### config.mk
export PLATFORM = sky130hd
export DESIGN_NAME = uart_receiver
export DESIGN_NICKNAME = d
export VERILOG_FILES = /design/src/rtl/uart_pkg.sv /design/src/rtl/uart_rx_sampler.sv /design/src/rtl/uart_receiver.sv
export SDC_FILE = /design/constraint.sdc
export NUM_CORES = 1
export LEC_CHECK = 0
export CORE_MARGIN = 2
export CORE_UTILIZATION = 54
export CTS_CLUSTER_SIZE = 30
export DETAILED_ROUTE_END_ITERATION = 16
export PLACE_DENSITY = 0.74
export SYNTH_ARGS = -nofsm -noshare
export SYNTH_HDL_FRONTEND = slang
export SYNTH_SLANG_ARGS = --single-unit
### constraint.sdc
create_clock -name clk -period 2.5 [get_ports clk]
set_input_delay 0.25 -clock clk [delete_from_list [all_inputs] [get_ports clk]]
set_output_delay 0.25 -clock clk [all_outputs]
set_load 0.02 [all_outputs]
### src/rtl/uart_pkg.sv
// Shared types, constants and baud-divisor helper for the UART receiver.
package uart_pkg;

  localparam int unsigned DATA_BITS = 7;

  typedef enum logic [2:0] {
    IDLE,
    START,
    DATA,
    PARITY,
    STOP,
    WAIT_IDLE
  } rx_state_e;

  typedef struct packed {
    logic [DATA_BITS-1:0] data;
    logic                 parity_err;
    logic                 frame_err;
  } rx_result_t;

  // Clock cycles per line bit, truncated toward zero.
  function automatic int unsigned clks_per_bit(input int unsigned baud,
                                               input int unsigned clk_ns);
    return 32'd1_000_000_000 / (baud * clk_ns);
  endfunction

endpackage

### src/rtl/uart_rx_sampler.sv
// Line synchronizer, falling-edge detector and bit sampler for the UART receiver.
// UART_RX_MAJORITY_EN selects a 2-of-3 vote; otherwise a single synchronized sample.
module uart_rx_sampler (
  input  logic clk,
  input  logic rst_n,
  input  logic in_serial_bit,
  output logic line,
  output logic fall_c,
  output logic sample_c
);

  logic meta;
  logic prev;
`ifdef UART_RX_MAJORITY_EN
  logic prev2;
`endif

  // Two-flop synchronizer plus a short history; idle-high after reset.
  always_ff @(posedge clk or negedge rst_n) begin
    if (!rst_n) begin
      meta  <= 1'b1;
      line  <= 1'b1;
      prev  <= 1'b1;
`ifdef UART_RX_MAJORITY_EN
      prev2 <= 1'b1;
`endif
    end else begin
      meta  <= in_serial_bit;
      line  <= meta;
      prev  <= line;
`ifdef UART_RX_MAJORITY_EN
      prev2 <= prev;
`endif
    end
  end

  assign fall_c = prev & ~line;

  // Both variants are centred on the previous cycle so decision timing is identical.
`ifdef UART_RX_MAJORITY_EN
  assign sample_c = (line & prev) | (line & prev2) | (prev & prev2);
`else
  assign sample_c = prev;
`endif

endmodule

### src/rtl/uart_receiver.sv
// 7E1 UART receiver: start, 7 data bits LSB first, even parity, one stop bit.
// Optional 2-of-3 majority sampling via UART_RX_MAJORITY_EN (see uart_rx_sampler).
module uart_receiver
  import uart_pkg::*;
#(
  parameter int unsigned BAUD_RATE     = 9600,
  parameter int unsigned CLK_PERIOD_NS = 50
) (
  input  logic                 clk,
  input  logic                 rst_n,
  input  logic                 in_serial_bit,
  output logic [DATA_BITS-1:0] rx_data,
  output logic                 rx_valid,
  output logic                 parity_err,
  output logic                 frame_err,
  output logic                 busy
);

  localparam int unsigned CPB   = clks_per_bit(BAUD_RATE, CLK_PERIOD_NS);
  localparam int unsigned HALF  = CPB / 2;
  localparam int unsigned CNT_W = $clog2(CPB + 1);
  localparam int unsigned BC_W  = $clog2(DATA_BITS);

  localparam logic [CNT_W-1:0] HALF_PT = CNT_W'(HALF - 1);
  localparam logic [CNT_W-1:0] BIT_PT  = CNT_W'(CPB - 1);
  localparam logic [BC_W-1:0]  LAST_BIT = BC_W'(DATA_BITS - 1);

  logic sync_line;
  logic fall_c;
  logic sample_c;

  uart_rx_sampler u_sampler (
    .clk           (clk),
    .rst_n         (rst_n),
    .in_serial_bit (in_serial_bit),
    .line          (sync_line),
    .fall_c        (fall_c),
    .sample_c      (sample_c)
  );

  rx_state_e            state, state_d;
  logic [CNT_W-1:0]     cnt, cnt_d;
  logic [BC_W-1:0]      bit_cnt, bit_cnt_d;
  logic [DATA_BITS-1:0] shift_q, shift_d;
  logic                 par_q, par_d;
  rx_result_t           res_q, res_d;
  logic                 valid_q, valid_d;
  logic                 busy_q, busy_d;

  always_ff @(posedge clk or negedge rst_n) begin
    if (!rst_n) begin
      state   <= IDLE;
      cnt     <= '0;
      bit_cnt <= '0;
      shift_q <= '0;
      par_q   <= 1'b0;
      res_q   <= '0;
      valid_q <= 1'b0;
      busy_q  <= 1'b0;
    end else begin
      state   <= state_d;
      cnt     <= cnt_d;
      bit_cnt <= bit_cnt_d;
      shift_q <= shift_d;
      par_q   <= par_d;
      res_q   <= res_d;
      valid_q <= valid_d;
      busy_q  <= busy_d;
    end
  end

  // Bit-timing counter restarts at every sample point; frame is resolved at the stop sample.
  always_comb begin
    state_d   = state;
    cnt_d     = cnt + CNT_W'(1);
    bit_cnt_d = bit_cnt;
    shift_d   = shift_q;
    par_d     = par_q;
    res_d     = res_q;
    valid_d   = 1'b0;

    case (state)
      IDLE: begin
        cnt_d = '0;
        if (fall_c) begin
          state_d   = START;
          bit_cnt_d = '0;
        end
      end
      START: begin
        if (cnt == HALF_PT) begin
          cnt_d   = '0;
          state_d = sample_c ? IDLE : DATA;
        end
      end
      DATA: begin
        if (cnt == BIT_PT) begin
          cnt_d   = '0;
          shift_d = {sample_c, shift_q[DATA_BITS-1:1]};
          if (bit_cnt == LAST_BIT) begin
            state_d = PARITY;
          end else begin
            bit_cnt_d = bit_cnt + BC_W'(1);
          end
        end
      end
      PARITY: begin
        if (cnt == BIT_PT) begin
          cnt_d   = '0;
          par_d   = sample_c;
          state_d = STOP;
        end
      end
      STOP: begin
        if (cnt == BIT_PT) begin
          cnt_d            = '0;
          res_d.data       = shift_q;
          res_d.parity_err = (^shift_q) ^ par_q;
          res_d.frame_err  = ~sample_c;
          valid_d          = 1'b1;
          state_d          = sample_c ? IDLE : WAIT_IDLE;
        end
      end
      WAIT_IDLE: begin
        cnt_d = '0;
        if (sync_line) begin
          state_d = IDLE;
        end
      end
      default: begin
        cnt_d   = '0;
        state_d = IDLE;
      end
    endcase

    busy_d = (state_d != IDLE);
  end

  assign rx_data    = res_q.data;
  assign parity_err = res_q.parity_err;
  assign frame_err  = res_q.frame_err;
  assign rx_valid   = valid_q;
  assign busy       = busy_q;

endmodule

==> flow_results.org, run 1 <==
** STA
- Final number of max-transition violations :: 0
- Final setup TNS :: 0 ns
- Worst slew slack as a fraction of its limit :: 0.428
- Tightest Pin Transition :: 0.858 ns
- Shortest clock period the worst path allows after layout :: 2.16 ns
- Number of setup violations in the final report :: 0
- Number of hold violations in the final report :: 0
- Setup repair after global routing left no endpoint under its margin.
- Upper clock frequency limit :: 463 MHz
- Dividing the final minimum period by the clock period gives 0.863.
- Fin Clk Skew :: 0.00323 ns

** Drt
- Remaining design rule violation count :: 0
- The first TritonRoute pass finished after 4 iterations.
- Summing over every cut layer, the via total after detailed routing is 1342.
- Total detailed-routing wirelength :: 3.38 mm
- Count of routing violations after the opening detailed-route iteration :: 51
- Avg WL per Cell :: 14.3 um
- Vias per Instance :: 5.66
- Antenna-violating nets left :: 0

** Floorplan
- The initialized floorplan defines 22 standard-cell rows.
- The floorplan step defined a die boundary enclosing 0.00418 sq mm.
- Die extent in x :: 64.7 um
- Core outline area :: 0.00361 sq mm
- For this design the top-level I/O count stands at 14.
- Die height :: 64.7 um
- For this configuration, the core starts out at a cell density of 0.551.

** Clock tree
- Clock buffer count from CTS :: 5
- The clock passes through at most 2 buffers.
- The later pin in the worst-skew pair is clocked with a latency of 0.29 ns.
- Number of sinks handled by clock tree synthesis :: 40
- Clock-pin slew was measured on the worst setup and hold paths at 0.07 ns.
- CTS hold repair buffers :: 0
- Number of buffers added for setup after CTS :: 0
- CTS placed an instance of sky130_fd_sc_hd__clkbuf_8 at the clock tree root.
- Post-CTS resize count :: 0
- TritonCTS built the clock tree.
- The H-tree was split into 2 levels.

** Cells and area
- The finished cells cover 0.00225 sq mm.
- Count of filler cells inserted in the layout :: 281
- Final core utilization :: 0.624
- The repair_antennas step left the layout with diodes totalling 0.
- At the end of the flow, the number of nets in the layout was 196.
- Register area :: 0.00100 sq mm
- Fraction of final layout cells sized beyond drive strength 1 :: 0.228
- Compared with the post-synthesis result, the final layout area differs by 13.2%.
- Summing all multi-input logic gate instances after layout gives 911 sq um.

** Power and ir drop
- Register share of total power :: 0.536
- Dividing total power by cell area gives a power density of 618 mW/mm^2.
- Of the total power, the share spent switching nets is 0.276.
- In this run the static leakage power is 1.00 nW.
- Net switching power :: 0.000384 W
- Internal power comes to 0.00101 W.
- Portion of total power attributed to combinational logic :: 0.154
- Clock Power Share :: 0.310
- VDD sags by at most 0.398 mV.

** Global routing
- Total GRT Usage :: 0.184
- Number of antenna violations at the first check in global routing :: 0
- Met3 track utilization from global routing :: 0.0625
- For met2 alone, demand over resource in global routing was 0.307.
- After global routing, the most crowded layer is met2.
- Via count of the first global-routing pass :: 1353
- For this run, global-route usage on met1 was measured as 0.209.
- Global-route wire length before repair :: 5.86 mm
- Global routing finished with a remaining overflow of 0.
- Entering global routing, the biggest net connects 41 pins.

** Setup path
- Kind of capture point of the worst setup path :: register
- Traced cell by cell, the critical path runs through or4_4 -> nor2_1 -> a21boi_0 -> o211ai_2 -> or3_1.
- At the worst endpoint, the required time is 2.66 ns.
- Crit Path Max Fanout :: 6
- STA classifies the critical path startpoint as a register.
- Master of the slowest instance on the critical path :: sky130_fd_sc_hd__or4_4
- Data arrives at the worst endpoint at 2.32 ns.
- Critical Setup Path Class :: reg2reg
- On the worst path, the slowest cell contributes a delay of 0.59 ns.

** Placement
- Detailed placement ended at an HPWL of 2.46 mm.
- Port Buffers :: 13
- The congestion estimate from routability-driven global placement came to 0.906.
- Cell Area, Placed :: 0.00216 sq mm

** Run
- Max-cap violations in this run came to 0.

** Synthesis
- Syn_nets :: 178
- Counting flops with a built-in enable in the synthesized netlist gives 0.
- After synthesis, the cell types taking the most area are sky130_fd_sc_hd__dfrtp_1 47%, sky130_fd_sc_hd__mux2_2 9.6%, sky130_fd_sc_hd__xnor2_1 5.3%.
- Counting flops and latches in the post-synthesis netlist gives 40.
- Of all flip-flops after synthesis, the portion carrying an async set or reset was 1.00.
- Most instantiated library cell after synthesis :: sky130_fd_sc_hd__dfrtp_1
- Most frequent cells after synthesis :: 37 x sky130_fd_sc_hd__dfrtp_1, 17 x sky130_fd_sc_hd__mux2_2, 16 x sky130_fd_sc_hd__nor2_1
- Library cells used by synthesis :: 44
- After synthesis, the mean cell area works out to 11.7 sq um.
- After technology mapping, the gate count stands at 170.
- Synth area leader :: sky130_fd_sc_hd__dfrtp_1
- Sequential share of the synthesized area :: 0.505
- Prevailing post-synth register cell :: sky130_fd_sc_hd__dfrtp_1
- Number of warning messages in the yosys log :: 0
- Area share of the leading cell type in the synthesized netlist :: 0.466
- The mapped netlist covers 0.00199 sq mm.

** Worst hold path
- The tightest min-delay check is of the in2async type.

** Outcome
- Status :: completed
==> per-layer routing <==
metal | vias up | share of wire
li1 | 640 | -
met1 | 658 | 0.43
met2 | 35 | 0.51
met3 | 9 | 0.044
met4 | 0 | 0.019
met5 | - | 0
==> placed cells by master (no fill, tap or decap), types with 6 or more instances in the layout <==
master / instances
sky130_fd_sc_hd__clkbuf_8: 6
sky130_fd_sc_hd__clkdlybuf4s50_1: 12
sky130_fd_sc_hd__dfrtp_1: 37
sky130_fd_sc_hd__inv_1: 7
sky130_fd_sc_hd__mux2_2: 17
sky130_fd_sc_hd__nand2_1: 9
sky130_fd_sc_hd__nand3_1: 6
sky130_fd_sc_hd__nor2_1: 16
sky130_fd_sc_hd__xnor2_1: 12
sky130_fd_sc_hd__xor2_1: 6
==> path summary, 6_finish.rpt <==
| kind | from | depth (start not counted) | slack (ns) | end |
|---|---|---|---|---|
| min reg2reg | u_sampler.meta | 0 | 0.36 | u_sampler.line |
| max reg2reg | cnt[2] | 5 | 0.34 | busy |
| max in group asynchronous | rst_n | 1 | 1.89 | bit_cnt[0] |
| min in group clk | u_sampler.meta | 0 | 0.36 | u_sampler.line |
| min | rst_n | 1 | 0.07 | rx_data[0] |
| max | cnt[2] | 5 | 0.34 | busy |
==> kinds of logic after synthesis <==
kind of cell,after synthesis,synth area share
fa+ha+maj,5,0.0315
buf+inv,13,0.0396
flops,40,0.505
simple gates,60,0.181
mux,17,0.0963
xor+xnor,18,0.0793
compound gates,17,0.0673
==> worst max-delay path: cells and delay by family, from the launching register on <==
kind	cells	cell delay [ns]
AOI/OAI and AO/OA	2	0.44
DFF	1	0.44
and+or+nand+nor	3	1.15
==> stage by stage <==
stage / total power, W / std cells / worst slack (ns) / hold slack, ns
finish: 0.00139 / 237 / 0.342 / 0.0664
global route: 0.00147 / 237 / 0.197 / 0.134
CTS: 0.00141 / 237 / 0.333 / 0.0903
detailed placement: 0.000970 / 229 / 0.346 / 0.348
global placement: 0.000960 / 229 / 0.411 / 0.347
floorplan: 0.000912 / 170 / 0.495 / -0.0456
==> flip-flops by register name, indices dropped and copies added, names as in the netlist <==
name and flops:
par_q 1, busy 1, cnt 12, frame_err 1, parity_err 1, bit_cnt 3
shift_q 7, u_sampler.sample_c 1, u_sampler.meta 1, state 3, rx_data 7, u_sampler.line 1
rx_valid 1
==> power groups by stage <==
stage	Combinational [W]	Clock (W)	Sequential, W
6_report	0.000214	0.000432	0.000746
5_1_grt	0.000236	0.000475	0.000755
4_1_cts	0.000215	0.000453	0.000745
3_5_place_dp	0.000212	0	0.000757
3_3_place_gp	0.000208	0	0.000752
2_1_floorplan	0.000173	0	0.000739
==> layout make-up <==
| class | instances | area share |
|---|---|---|
| Inverter | 7 | 0.0117 |
| Tap cell | 48 | 0.0267 |
| Timing Repair Buffer | 17 | 0.0689 |
| Clock buffer | 7 | 0.0384 |
| Sequential cell | 40 | 0.446 |
| Clock inverter | 1 | 0.00334 |
| Multi-Input combinational cell | 117 | 0.405 |
Note: power is estimated with default switching activity, not from simulation.
==> run 2, diff against run 1 <==
--- a/config.mk
+++ b/config.mk
@@ -7,7 +7,6 @@
 export LEC_CHECK = 0
 export CORE_MARGIN = 2
 export CORE_UTILIZATION = 54
-export CTS_CLUSTER_SIZE = 30
 export DETAILED_ROUTE_END_ITERATION = 16
 export PLACE_DENSITY = 0.74
 export SYNTH_ARGS = -nofsm -noshare
==> results of run 2 <==
No change in the layout: final DEF, timing and power equal those of run 1.
==> run 3, diff against run 2 <==
--- a/config.mk
+++ b/config.mk
@@ -5,6 +5,7 @@
 export SDC_FILE = /design/constraint.sdc
 export NUM_CORES = 1
 export LEC_CHECK = 0
+export ABC_CLOCK_PERIOD_IN_PS = 2500
 export CORE_MARGIN = 2
 export CORE_UTILIZATION = 54
 export DETAILED_ROUTE_END_ITERATION = 16
==> results of run 3 <==
No change in the layout: final DEF, timing and power equal those of run 1.
